**config.mk**
```make
export PLATFORM = sky130hd
export DESIGN_NAME = dma_line_scheduler
export DESIGN_NICKNAME = d
export VERILOG_FILES = /design/src/rtl/dma_line_scheduler.sv
export SDC_FILE = /design/constraint.sdc
export NUM_CORES = 1
export LEC_CHECK = 0
export CAP_MARGIN = 30
export CORE_MARGIN = 2
export CORE_UTILIZATION = 44
export DETAILED_ROUTE_END_ITERATION = 10
export HOLD_SLACK_MARGIN = 0.05
export PLACE_DENSITY_LB_ADDON = 0.3
export RECOVER_POWER = 100
export SYNTH_ARGS = -nofsm -noshare
export SYNTH_HDL_FRONTEND = slang
export SYNTH_SLANG_ARGS = --single-unit
export TNS_END_PERCENT = 100
```
**constraint.sdc**
```tcl
create_clock -name axi_clk -period 5.15 [get_ports axi_clk]
set_input_delay 1.03 -clock axi_clk [delete_from_list [all_inputs] [get_ports axi_clk]]
set_output_delay 1.03 -clock axi_clk [all_outputs]
set_load 0.02 [all_outputs]
```
**src/rtl/dma_line_scheduler.sv**
```systemverilog
// Cuts each frame line into PCIe MWr TLPs capped at the payload size and split at 4 KB boundaries.
// Latency: one cycle from a granted request to the first data beat; one NEXT cycle between TLPs.
// Backpressure: tlp_dst_rdy_n stalls beats; cfg_bus_mast_en low holds off new requests only.
module dma_line_scheduler #(
  parameter int MAX_PCIE_PAYLOAD_SIZE = 128,
  parameter int LINE_CNT_WIDTH        = 12
) (
  input  logic                      axi_clk,
  input  logic                      axi_reset_n,
  input  logic                      frame_start,
  input  logic [63:0]               fstart,
  input  logic [23:0]               line_size,
  input  logic [23:0]               line_pitch,
  input  logic [LINE_CNT_WIDTH-1:0] lines_per_frame,
  input  logic [2:0]                cfg_setmaxpld,
  input  logic                      cfg_bus_mast_en,
  input  logic                      line_ready,
  output logic                      tlp_req_to_send,
  input  logic                      tlp_grant,
  output logic [6:0]                tlp_fmt_type,
  output logic [9:0]                tlp_length_in_dw,
  output logic [63:0]               tlp_address,
  output logic [7:0]                tlp_ldwbe_fdwbe,
  output logic                      tlp_src_rdy_n,
  input  logic                      tlp_dst_rdy_n,
  output logic                      buf_rd_en,
  output logic                      line_done,
  output logic                      frame_done,
  output logic                      busy
);

  typedef enum logic [2:0] {IDLE, WAIT_LINE, REQ, DATA, NEXT} state_t;

  localparam logic [12:0] MAX_PLD = 13'(MAX_PCIE_PAYLOAD_SIZE);
  localparam logic [LINE_CNT_WIDTH-1:0] LINE_ONE = LINE_CNT_WIDTH'(1);

  state_t                    state, state_nxt;
  logic [63:0]               line_base, cur_addr;
  logic [23:0]               line_size_r, pitch_r, line_rem;
  logic [LINE_CNT_WIDTH-1:0] lines_left;
  logic [12:0]               pld_r, dec_pld, eff_pld, to_4k, next_size, tlp_size;
  logic [23:0]               size_w;
  logic [9:0]                beat_cnt, tlp_beats;
  logic                      empty_r, cfg_empty, last_beat, end_of_line, last_line, load_hdr;

  // Decode the configured max payload and clamp it to the build-time cap
  always_comb begin
    dec_pld = 13'd128;
    case (cfg_setmaxpld)
      3'd1:    dec_pld = 13'd256;
      3'd2:    dec_pld = 13'd512;
      default: dec_pld = 13'd128;
    endcase
    eff_pld = (dec_pld < MAX_PLD) ? dec_pld : MAX_PLD;
  end

  // Next TLP size: smallest of payload cap, bytes left in the line, and bytes to the next 4 KB page
  always_comb begin
    to_4k  = 13'h1000 - {1'b0, cur_addr[11:0]};
    size_w = {11'd0, pld_r};
    if (line_rem < size_w) size_w = line_rem;
    if ({11'd0, to_4k} < size_w) size_w = {11'd0, to_4k};
    next_size = size_w[12:0];
  end

  assign cfg_empty   = (line_size[23:3] == '0) || (lines_per_frame == '0);
  assign tlp_beats   = tlp_size[12:3];
  assign last_beat   = !tlp_dst_rdy_n && (beat_cnt == tlp_beats - 10'd1);
  assign end_of_line = (line_rem == '0);
  assign last_line   = (lines_left == LINE_ONE);

  // State register
  always_ff @(posedge axi_clk or negedge axi_reset_n) begin
    if (!axi_reset_n) state <= IDLE;
    else              state <= state_nxt;
  end

  // Next-state and handshake outputs
  always_comb begin
    state_nxt       = state;
    tlp_req_to_send = 1'b0;
    tlp_src_rdy_n   = 1'b1;
    buf_rd_en       = 1'b0;
    line_done       = 1'b0;
    frame_done      = 1'b0;
    load_hdr        = 1'b0;
    busy            = (state != IDLE);
    case (state)
      IDLE: begin
        // An empty frame goes straight to NEXT so frame_done fires on the following cycle
        if (frame_start) state_nxt = cfg_empty ? NEXT : WAIT_LINE;
      end
      WAIT_LINE: begin
        if (line_ready && cfg_bus_mast_en) begin
          state_nxt = REQ;
          load_hdr  = 1'b1;
        end
      end
      REQ: begin
        tlp_req_to_send = 1'b1;
        if (tlp_grant) state_nxt = DATA;
      end
      DATA: begin
        tlp_src_rdy_n = 1'b0;
        buf_rd_en     = !tlp_dst_rdy_n;
        if (last_beat) state_nxt = NEXT;
      end
      NEXT: begin
        if (empty_r) begin
          frame_done = 1'b1;
          state_nxt  = IDLE;
        end else if (end_of_line) begin
          line_done  = 1'b1;
          frame_done = last_line;
          state_nxt  = last_line ? IDLE : WAIT_LINE;
        end else if (cfg_bus_mast_en) begin
          state_nxt = REQ;
          load_hdr  = 1'b1;
        end
      end
      default: state_nxt = IDLE;
    endcase
  end

  // Frame configuration, address walk, beat counting and header registers
  always_ff @(posedge axi_clk or negedge axi_reset_n) begin
    if (!axi_reset_n) begin
      line_base        <= '0;
      cur_addr         <= '0;
      line_size_r      <= '0;
      pitch_r          <= '0;
      line_rem         <= '0;
      lines_left       <= '0;
      pld_r            <= '0;
      empty_r          <= 1'b0;
      beat_cnt         <= '0;
      tlp_size         <= '0;
      tlp_address      <= '0;
      tlp_fmt_type     <= '0;
      tlp_length_in_dw <= '0;
      tlp_ldwbe_fdwbe  <= '0;
    end else begin
      if (state == IDLE && frame_start) begin
        line_base   <= {fstart[63:3], 3'b000};
        cur_addr    <= {fstart[63:3], 3'b000};
        line_size_r <= {line_size[23:3], 3'b000};
        line_rem    <= {line_size[23:3], 3'b000};
        pitch_r     <= {line_pitch[23:3], 3'b000};
        lines_left  <= lines_per_frame;
        pld_r       <= eff_pld;
        empty_r     <= cfg_empty;
      end
      if (load_hdr) begin
        tlp_size         <= next_size;
        tlp_address      <= cur_addr;
        tlp_fmt_type     <= (cur_addr[63:32] != '0) ? 7'h60 : 7'h40;
        tlp_length_in_dw <= next_size[11:2];
        tlp_ldwbe_fdwbe  <= 8'hFF;
      end
      if (state == DATA && !tlp_dst_rdy_n) begin
        if (last_beat) begin
          beat_cnt <= '0;
          cur_addr <= cur_addr + {51'd0, tlp_size};
          line_rem <= line_rem - {11'd0, tlp_size};
        end else begin
          beat_cnt <= beat_cnt + 10'd1;
        end
      end
      if (state == NEXT && !empty_r && end_of_line) begin
        lines_left <= lines_left - LINE_ONE;
        line_base  <= line_base + {40'd0, pitch_r};
        cur_addr   <= line_base + {40'd0, pitch_r};
        line_rem   <= line_size_r;
      end
    end
  end

endmodule

```
==> results of run 1 <==
kinds of logic after synthesis:
group	after synthesis	share of synthesized area, %
mux	75	4.491
xor+xnor	97	4.674
simple gates	830	21.18
compound gates	559	19.70
flops	299	40.51
fa+ha+maj	69	4.796
buf+inv	193	4.613
other cells	2	0.04066
flip-flops by register name (all words and copies together) (netlist names), 3 cells and up:
signal / cells
cur_addr: 64
tlp_address: 64
line_base: 61
line_rem: 24
line_size_r: 21
pitch_r: 21
lines_left: 12
beat_cnt: 10
tlp_length_in_dw: 9
tlp_size: 4
pld_r: 3
state: 3
through the flow:
stage	util, %	hold slack (ns)	instance area, µm²	power, W
final	53.16	0.4711	22150	0.01377
after global placement	50.24	0.4529	20930	0.01084
after global routing	53.15	0.4981	22150	0.01474
after detailed placement	50.31	0.4615	20960	0.01107
after floorplan	-	0.4408	18490	0.008936
after CTS	53.30	0.4754	22210	0.01387
final cells by class:
| class | instances | area (µm²) |
|---|---|---|
| repair buffers | 238 | 2345 |
| inverters | 59 | 221.5 |
| well taps | 539 | 674.4 |
| multi-input cells | 1638 | 10170 |
| flip-flops and latches | 299 | 7482 |
| fillers | 3875 | 19520 |
| clock inverters | 12 | 193.9 |
| diodes | 1 | 2.502 |
| clock buffers | 50 | 1055 |
metal layers:
layer | vias to the layer above | track usage, %
met4 | 0 | 10.44
met2 | 746 | 39.14
li1 | 7955 | -
met3 | 111 | 4.869
met5 | - | 0
met1 | 8218 | 37.77
placed cells by master (no fill, tap or decap), types with 11 or more instances in the layout:
| cell type | instances |
|---|---|
| clkbuf_16 | 37 |
| xor2_1 | 37 |
| nor2b_1 | 11 |
| dfrtp_1 | 299 |
| nor3_1 | 56 |
| nor4_1 | 34 |
| a31oi_1 | 24 |
| a211oi_1 | 17 |
| nand2_1 | 349 |
| nand2b_1 | 19 |
| clkdlybuf4s50_1 | 121 |
| nor2_1 | 145 |
| mux2i_1 | 12 |
| xnor2_1 | 59 |
| a221o_1 | 23 |
| and3_1 | 51 |
| inv_1 | 57 |
| ha_1 | 66 |
| o211ai_1 | 32 |
| and2_1 | 15 |
| nand3_1 | 70 |
| a21o_1 | 22 |
| dlygate4sd3_1 | 89 |
| a22oi_1 | 13 |
| buf_4 | 15 |
| nand4_1 | 24 |
| o22ai_1 | 15 |
| a21oi_1 | 134 |
| mux2_2 | 63 |
| o311ai_0 | 14 |
| o21a_1 | 26 |
| o21ai_0 | 146 |
| and4_1 | 12 |
power groups by stage:
stage / combinational [W] / clock, W / sequential [W]
2_1_floorplan: 0.00453 / 0 / 0.00440
5_1_grt: 0.00714 / 0.00286 / 0.00475
6_report: 0.00644 / 0.00273 / 0.00460
3_5_place_dp: 0.00647 / 0 / 0.00460
3_3_place_gp: 0.00629 / 0 / 0.00455
4_1_cts: 0.00652 / 0.00278 / 0.00457
worst max path at each step:
stage | to | startpoint | slack (ns) | depth (start not counted)
2_1_floorplan | tlp_length_in_dw[5] | line_rem[14] | 1.52 | 15
5_1_grt | cur_addr[51] | state[1] | 0.14 | 6
4_1_cts | frame_done | lines_left[2] | 0.54 | 8
3_5_place_dp | tlp_size[0] | line_rem[14] | 0.76 | 14
3_3_place_gp | tlp_length_in_dw[0] | line_rem[14] | 0.83 | 14
6_report | cur_addr[51] | state[1] | 0.42 | 6
critical path, delay by kind of cell (launching register included):
kind,cells,cell delay [ns]
buf+inv,1,0.93
simple gates,4,2.74
flops,1,0.47
compound gates,1,0.39
==> results.json, run 1 <==
{
  "status": "complete, but fails checks",
  "violations": "max-capacitance violations, max-slew violations",
  "viasPerCell": 6.005,
  "synthArstFlopShare_pct": 100.0,
  "r2r-end": "cur_addr[51]",
  "yosysMostFrequentCell": "nand2_1",
  "synth_seq_cells": 299,
  "rows": 75,
  "finalCritPeriodShare_pct": 91.79,
  "drive_gt1_share_pct": 7.404,
  "netlist_top_cells_area": "dfrtp_1, nand2_1, ha_1",
  "cp_data_required_time_ns": 5.55,
  "worst_pin_slew_ns": 2.793,
  "postCtsSetupBuffers": 0,
  "place.detailed.hpwl_um": 41100,
  "final_hold_viol_count": 0,
  "dieArea_um2": 43640,
  "ir_drop_v": 0.0002963,
  "grt_usage_pct": 26.27,
  "cts.repair.resized": 0,
  "end_kind": "flip-flop",
  "fin_cells": 2836,
  "synth_edf_count": 0,
  "max_stage_delay_ns": 1.23,
  "highest_layer": "met4",
  "crit_slowest_cell": "nand2_1",
  "setup_viol": 0,
  "vias": 17030,
  "whs_endpoint": "line_size_r[17]",
  "comb_power_share_pct": 46.8,
  "die_w_um": 208.9,
  "worstHoldStart": "line_size_r[17]",
  "grt_max_degree": 107,
  "yosys-top-cells-count": "nand2_1, dfrtp_1, nor2_1, o21ai_0, a21oi_1",
  "rsz0062_at_grt": "false",
  "start_util_pct": 44.33,
  "critical_path_class": "flip-flop to flip-flop",
  "yosys_warnings": 0,
  "gp_congestion": 0.9307,
  "grt_pass1_vias": 16060,
  "post-route-min-period_ns": 4.727,
  "max_slew_margin_pct": -86.19,
  "grt.overflow.total": 0,
  "avgSynthCellArea_um2": 8.697,
  "cts_buffers": 37,
  "drc_errors": 0,
  "skew_ns": 0.02429,
  "wl_um": 58210,
  "wl_met2_um": 25130,
  "synthFlopType": "dfrtp_1",
  "power_frac_seq_pct": 33.4,
  "p_leak_nw": 9.458,
  "yosysUniqueCellTypes": 87,
  "clock_latency_ns": 0.55,
  "cp-start-kind": "flip-flop",
  "syn_to_final_growth_pct": 19.90,
  "reg2reg_from": "state[1]",
  "clock_sinks": 299,
  "root_buffer": "clkbuf_16",
  "wl_met3_um": 4983,
  "placed_cells": 2772,
  "switching_share_pct": 42.58,
  "synth_top_area_share_pct": 40.51,
  "crit_chain": "nor3_1 > nand2_1 > clkbuf_2 > and3_1 > a2111oi_0 > nor3_1",
  "holdBufCountCts": 0,
  "cts_buffer_depth": 3,
  "syn_area_um2": 18470,
  "fin_tns_setup_ns": 0,
  "met1_length_um": 26070,
  "route.detailed.wl_per_inst_um": 20.53,
  "switchingPower_w": 0.005864,
  "io_buffers": 211,
  "finalWorstSetupSlack_ns": 0.4230,
  "slew_violations": 262,
  "cap_violations": 4,
  "r2r_cells": 6,
  "first_pass_iters": 6,
  "whs_path_depth": 2,
  "postRouteAntennaNets": 0,
  "drt_iter0_markers": 1598,
  "cts.htree.levels": 2,
  "hp-class": "flip-flop to flip-flop",
  "grt_antenna_before_repair": 1,
  "arrival_ns": 5.13,
  "core_area_um2": 41670,
  "dp_slack_ns": 0.7629,
  "crit_top_cell": "nor3_1",
  "clkTransAtPathRegs_ns": 0.06,
  "cts_tree": "yes",
  "path_max_fanout": 49,
  "nNetsFinal": 2476,
  "die_h_um": 208.9,
  "fmax_ghz": 0.2116,
  "pwr-share-clk_pct": 19.8,
  "boundaryPins": 229,
  "ys_seq_area_share_pct": 40.51,
  "grt_pass1_wl_um": 90890,
  "p_per_area_nw_per_um2": 621.8,
  "synth_largest_area_cell": "dfrtp_1",
  "netlist_instances": 2124,
  "intPower_w": 0.007908,
  "r2r_slack_ns": 0.42
}
(Power assumes the default switching activity.)
==> run 2, diff against run 1 <==
--- a/config.mk
+++ b/config.mk
@@ -5,8 +5,7 @@
 export SDC_FILE = /design/constraint.sdc
 export NUM_CORES = 1
 export LEC_CHECK = 0
-export CAP_MARGIN = 30
-export CORE_MARGIN = 2
+export CAP_MARGIN = 15
 export CORE_UTILIZATION = 44
 export DETAILED_ROUTE_END_ITERATION = 10
 export HOLD_SLACK_MARGIN = 0.05
==> results.json, run 2 (same netlist as run 1, synthesis figures left out) <==
{
  "fin_tns_setup_ns": 0,
  "io_buffers": 211,
  "clock_sinks": 299,
  "setup_viol": 0,
  "die_h_um": 206.9,
  "r2r_cells": 7,
  "fmax_ghz": 0.2103,
  "cp-start-kind": "flip-flop",
  "drc_errors": 18,
  "crit_start": "line_rem[17]",
  "finalCritPeriodShare_pct": 92.33,
  "cpLargestDelayFamily": "simple AND/OR/NAND/NOR gates",
  "total_power_w": 0.01377,
  "cts_buffers": 37,
  "worst-path-buf-inv": 2,
  "skew_ns": 0.01617,
  "postCtsSetupBuffers": 0,
  "worst_pin_slew_ns": 2.549,
  "r2r-end": "cur_addr[6]",
  "core_area_um2": 41110,
  "violations": "design-rule violations, max-capacitance violations, max-slew violations",
  "final_cell_mix": "nand2_1, dfrtp_1, o21ai_0, nor2_1, a21oi_1",
  "path_max_fanout": 20,
  "grt_antenna_before_repair": 1,
  "final_hold_viol_count": 0,
  "regArea_um2": 7482,
  "syn_to_final_growth_pct": 19.53,
  "start_util_pct": 44.93,
  "wl_um": 58370,
  "cp.depth": 6,
  "crit_slowest_cell": "dlygate4sd3_1",
  "holdBufCountCts": 0,
  "drt_iter0_markers": 1542,
  "critical_path_class": "flip-flop to output port",
  "root_buffer": "clkbuf_16",
  "fin_cells": 2825,
  "ir_drop_v": 0.0002499,
  "cap_violations": 5,
  "vias": 17140,
  "nNetsFinal": 2471,
  "p_per_area_nw_per_um2": 623.9,
  "grt_pass1_wl_um": 91250,
  "grt_usage_pct": 27.34,
  "place.detailed.hpwl_um": 40910,
  "multi_input_comb_area_um2": 10170,
  "route.detailed.wl_per_inst_um": 20.66,
  "fillCellCount": 3795,
  "cts.htree.levels": 2,
  "reg2reg_from": "state[1]",
  "max_slew_margin_pct": -69.95,
  "crit_chain": "or3_1 > nor4_1 > and4_1 > nand2_4 > clkinvlp_2 > dlygate4sd3_1",
  "rows": 74,
  "postRouteAntennaNets": 0,
  "cp_data_required_time_ns": 4.12,
  "cts_tree": "yes",
  "gp_congestion": 0.9205,
  "first_pass_iters": 10,
  "grt_pass1_vias": 16270,
  "end_kind": "output port",
  "boundaryPins": 229,
  "max_stage_delay_ns": 0.77,
  "endpoint": "line_done",
  "rsz0062_at_grt": "false",
  "clkTransAtPathRegs_ns": 0.06,
  "dieArea_um2": 42800,
  "viasPerCell": 6.066,
  "cts_buffer_depth": 3,
  "grt_max_degree": 150,
  "post-route-min-period_ns": 4.755,
  "die_w_um": 206.9,
  "drive_gt1_share_pct": 7.199,
  "arrival_ns": 3.72,
  "slew_violations": 393,
  "placed_cells": 2761,
  "p_leak_nw": 9.447,
  "top_regs": "cur_addr: 64 flops, tlp_address: 64 flops, line_base: 61 flops",
  "grt.overflow.total": 0,
  "clock_latency_ns": 0.56,
  "cts.repair.resized": 0,
  "status": "complete, but fails checks",
  "r2r_slack_ns": 0.55,
  "hp-class": "flip-flop to flip-flop",
  "layout_commonest_cell": "nand2_1"
}
run 2: cell types whose count changed in the layout (fill, tap and decap cells not counted), sizes merged:
cell | before | now
clkinvlp | 2 | 1
clkdlybuf4s50 | 121 | 120
buf | 19 | 8
bufinv | 5 | 4
dlygate4sd3 | 89 | 90
clkbuf | 59 | 68
run 2: worst min path at each step:
stage / startpoint / to / depth (start not counted)
detailed placement: line_size_r[15] / line_size_r[15] / 2
CTS: line_size_r[16] / line_size_r[16] / 2
global route: line_size_r[13] / line_size_r[13] / 2
finish: line_size_r[16] / line_size_r[16] / 2
global placement: line_size_r[19] / line_size_r[19] / 2
floorplan: line_size_r[13] / line_size_r[13] / 2
run 2: layer usage:
layer | routed length (µm) | part of all wire (%) | vias up | GRT usage, %
met1 | 26890 | 46 | 8374 | 40.61
met2 | 25220 | 43 | 723 | 40.26
met3 | 4499 | 7.7 | 105 | 4.364
li1 | - | - | 7934 | -
met5 | 0 | 0 | - | 0
met4 | 1760 | 3.0 | 0 | 9.098
run 2: area by class of cell:
cell class	instances	share of cell area, %
clock inverter	10	0.6970
tap	532	3.015
multi-input combinational	1638	46.08
sequential	299	33.89
clock buffer	53	5.066
antenna	1	0.01133
timing repair buffer	233	10.23
inverter	59	1.009
run 2: stage by stage:
stage / setup slack, ns / utilization, % / area [µm²] / hold slack, ns
2_1_floorplan: 1.519 / - / 18490 / 0.4408
3_3_place_gp: 1.095 / 50.89 / 20920 / 0.4532
3_5_place_dp: 1.024 / 50.89 / 20920 / 0.4631
4_1_cts: 0.5196 / 53.99 / 22190 / 0.4795
5_1_grt: 0.2362 / 53.70 / 22080 / 0.4947
6_report: 0.3951 / 53.71 / 22080 / 0.4759
run 2: power breakdown:
part,internal [W],switching (W),leakage (nW),total (W)
Sequential,0.00339,0.00120,3.64,0.00460
Clock,0.00170,0.00104,0.632,0.00274
Combinational,0.00282,0.00361,5.17,0.00643
run 2: worst min-delay path, stage by stage (launching register included):
cell     delay (ns)
dfrtp_1        0.34
nand2_1        0.05
nand2_1        0.05
==> run 3, diff against run 2 <==
--- a/config.mk
+++ b/config.mk
@@ -5,7 +5,8 @@
 export SDC_FILE = /design/constraint.sdc
 export NUM_CORES = 1
 export LEC_CHECK = 0
-export CAP_MARGIN = 15
+export CAP_MARGIN = 20
+export CORE_ASPECT_RATIO = 1.1
 export CORE_UTILIZATION = 44
 export DETAILED_ROUTE_END_ITERATION = 10
 export HOLD_SLACK_MARGIN = 0.05
==> results.json, run 3 (same netlist as run 1, synthesis figures left out) <==
{
  "cts.repair.resized": 0,
  "diodes": 0,
  "grt_antenna_before_repair": 0,
  "dp_slack_ns": 0.9103,
  "root_buffer": "clkbuf_16",
  "top_regs": "cur_addr: 64 flops, tlp_address: 64 flops, line_base: 61 flops",
  "syn_to_final_growth_pct": 19.34,
  "path_max_fanout": 19,
  "drt_iter0_markers": 1481,
  "hp-class": "flip-flop to flip-flop",
  "whs_endpoint": "pitch_r[18]",
  "power_frac_seq_pct": 33.8,
  "die_h_um": 216.9,
  "r2r_cells": 10,
  "intPower_w": 0.007753,
  "wl_um": 58420,
  "p_per_area_nw_per_um2": 614.5,
  "core_area_um2": 41280,
  "setup_viol": 0,
  "cp_data_required_time_ns": 4.12,
  "worstHoldStart": "pitch_r[18]",
  "skew_ns": 0.01930,
  "final_cell_mix": "nand2_1, dfrtp_1, o21ai_0, nor2_1, a21oi_1",
  "critical_path_class": "flip-flop to output port",
  "multi_input_comb_area_um2": 10150,
  "dieArea_um2": 42800,
  "postRouteAntennaNets": 0,
  "pwr-share-clk_pct": 18.8,
  "status": "complete, but fails checks",
  "finalCritPeriodShare_pct": 91.85,
  "whs_path_depth": 2,
  "first_pass_iters": 5,
  "nNetsFinal": 2479,
  "r2r-end": "line_base[37]",
  "cts_tree": "yes",
  "viasPerCell": 5.966,
  "post-route-min-period_ns": 4.730,
  "final_hold_viol_count": 0,
  "slew_violations": 274,
  "fin_cells": 2863,
  "end_kind": "output port",
  "switching_share_pct": 42.77,
  "switchingPower_w": 0.005794,
  "drc_errors": 0,
  "violations": "max-capacitance violations, max-slew violations",
  "layout_commonest_cell": "nand2_1",
  "route.detailed.wl_per_inst_um": 20.40,
  "io_buffers": 211,
  "grt_usage_pct": 27.39,
  "cp-start-kind": "flip-flop",
  "grt_pass1_vias": 16810,
  "die_w_um": 197.4,
  "p_leak_nw": 9.406,
  "clock_latency_ns": 0.54,
  "boundaryPins": 229,
  "r2r_slack_ns": 0.48,
  "comb_power_share_pct": 47.3,
  "rows": 78,
  "start_util_pct": 44.74,
  "max_slew_margin_pct": -111.2,
  "gp_congestion": 0.9282,
  "postCtsSetupBuffers": 0,
  "total_power_w": 0.01355,
  "fillCellCount": 3762,
  "clkTransAtPathRegs_ns": 0.06,
  "cts_buffer_depth": 3,
  "ir_drop_v": 0.0003111,
  "placed_area_um2": 20990,
  "vias": 17080,
  "rsz0062_at_grt": "false",
  "grt_max_degree": 119,
  "finalInstanceArea_um2": 22040,
  "fin_tns_setup_ns": 0,
  "cts_buffers": 36,
  "grt_pass1_wl_um": 91910,
  "worst_pin_slew_ns": 3.168,
  "finalWorstSetupSlack_ns": 0.4199,
  "drive_gt1_share_pct": 6.991,
  "place.detailed.hpwl_um": 41650,
  "placed_cells": 2798,
  "clock_sinks": 299,
  "fmax_ghz": 0.2114,
  "holdBufCountCts": 0,
  "arrival_ns": 3.70,
  "regArea_um2": 7482,
  "reg2reg_from": "line_rem[23]",
  "grt.overflow.total": 0,
  "cts.htree.levels": 2,
  "cap_violations": 5
}
==> run 3: changes by cell type in the layout (fill, tap and decap cells not counted), moves of 2 or more <==
cell       change
buf_4          +8
bufinv_16      -2
clkbuf_1      +10
clkbuf_16      -2
clkbuf_4       -2
clkbuf_8       -2
nand2_1        +2
nand2_4        -2
==> run 3: layout make-up <==
cell class,instances,share of cell area (%)
multi-input combinational,1638,46.06
tap,560,3.179
inverter,59,1.010
timing repair buffer,242,10.50
clock inverter,9,0.4654
sequential,299,33.94
clock buffer,56,4.842
==> run 3: power by group through the flow <==
stage | logic, W | clock network, W | registers [W]
global placement | 0.00630 | 0 | 0.00456
detailed placement | 0.00647 | 0 | 0.00460
finish | 0.00641 | 0.00255 | 0.00458
floorplan | 0.00453 | 0 | 0.00440
global route | 0.00711 | 0.00269 | 0.00473
CTS | 0.00652 | 0.00260 | 0.00457
==> run 3: per-stage QoR <==
| step | hold slack (ns) | utilization, % |
|---|---|---|
| final | 0.4771 | 53.40 |
| after detailed placement | 0.4621 | 50.85 |
| after global placement | 0.4539 | 50.85 |
| after floorplan | 0.4408 | - |
| after CTS | 0.4811 | 53.68 |
| after global routing | 0.4929 | 53.40 |
==> run 3: worst max-delay path, cell delays in order, from the launching register on <==
cell,delay [ns]
dfrtp_1,0.39
or4_1,0.53
nor3_1,0.47
and4_1,0.39
nand2_4,0.07
clkinvlp_2,0.55
dlygate4sd3_1,0.77
==> run 3: how the worst max path moves through the flow <==
stage,depth (start not counted),startpoint,endpoint
2_1_floorplan,15,line_rem[14],tlp_length_in_dw[5]
3_3_place_gp,14,line_rem[23],tlp_size[0]
3_5_place_dp,14,line_rem[23],tlp_size[0]
4_1_cts,8,lines_left[2],frame_done
5_1_grt,7,state[1],cur_addr[10]
6_report,6,line_rem[23],line_done
==> run 3: layer usage <==
metal  part of all wire, %  routed length, µm  global-route usage (%)
met2                    47              27550                   44.08
met4                   3.8               2224                   11.52
met5                     0                  0                       0
met3                   6.8               3965                   4.169
met1                    42              24670                   36.67
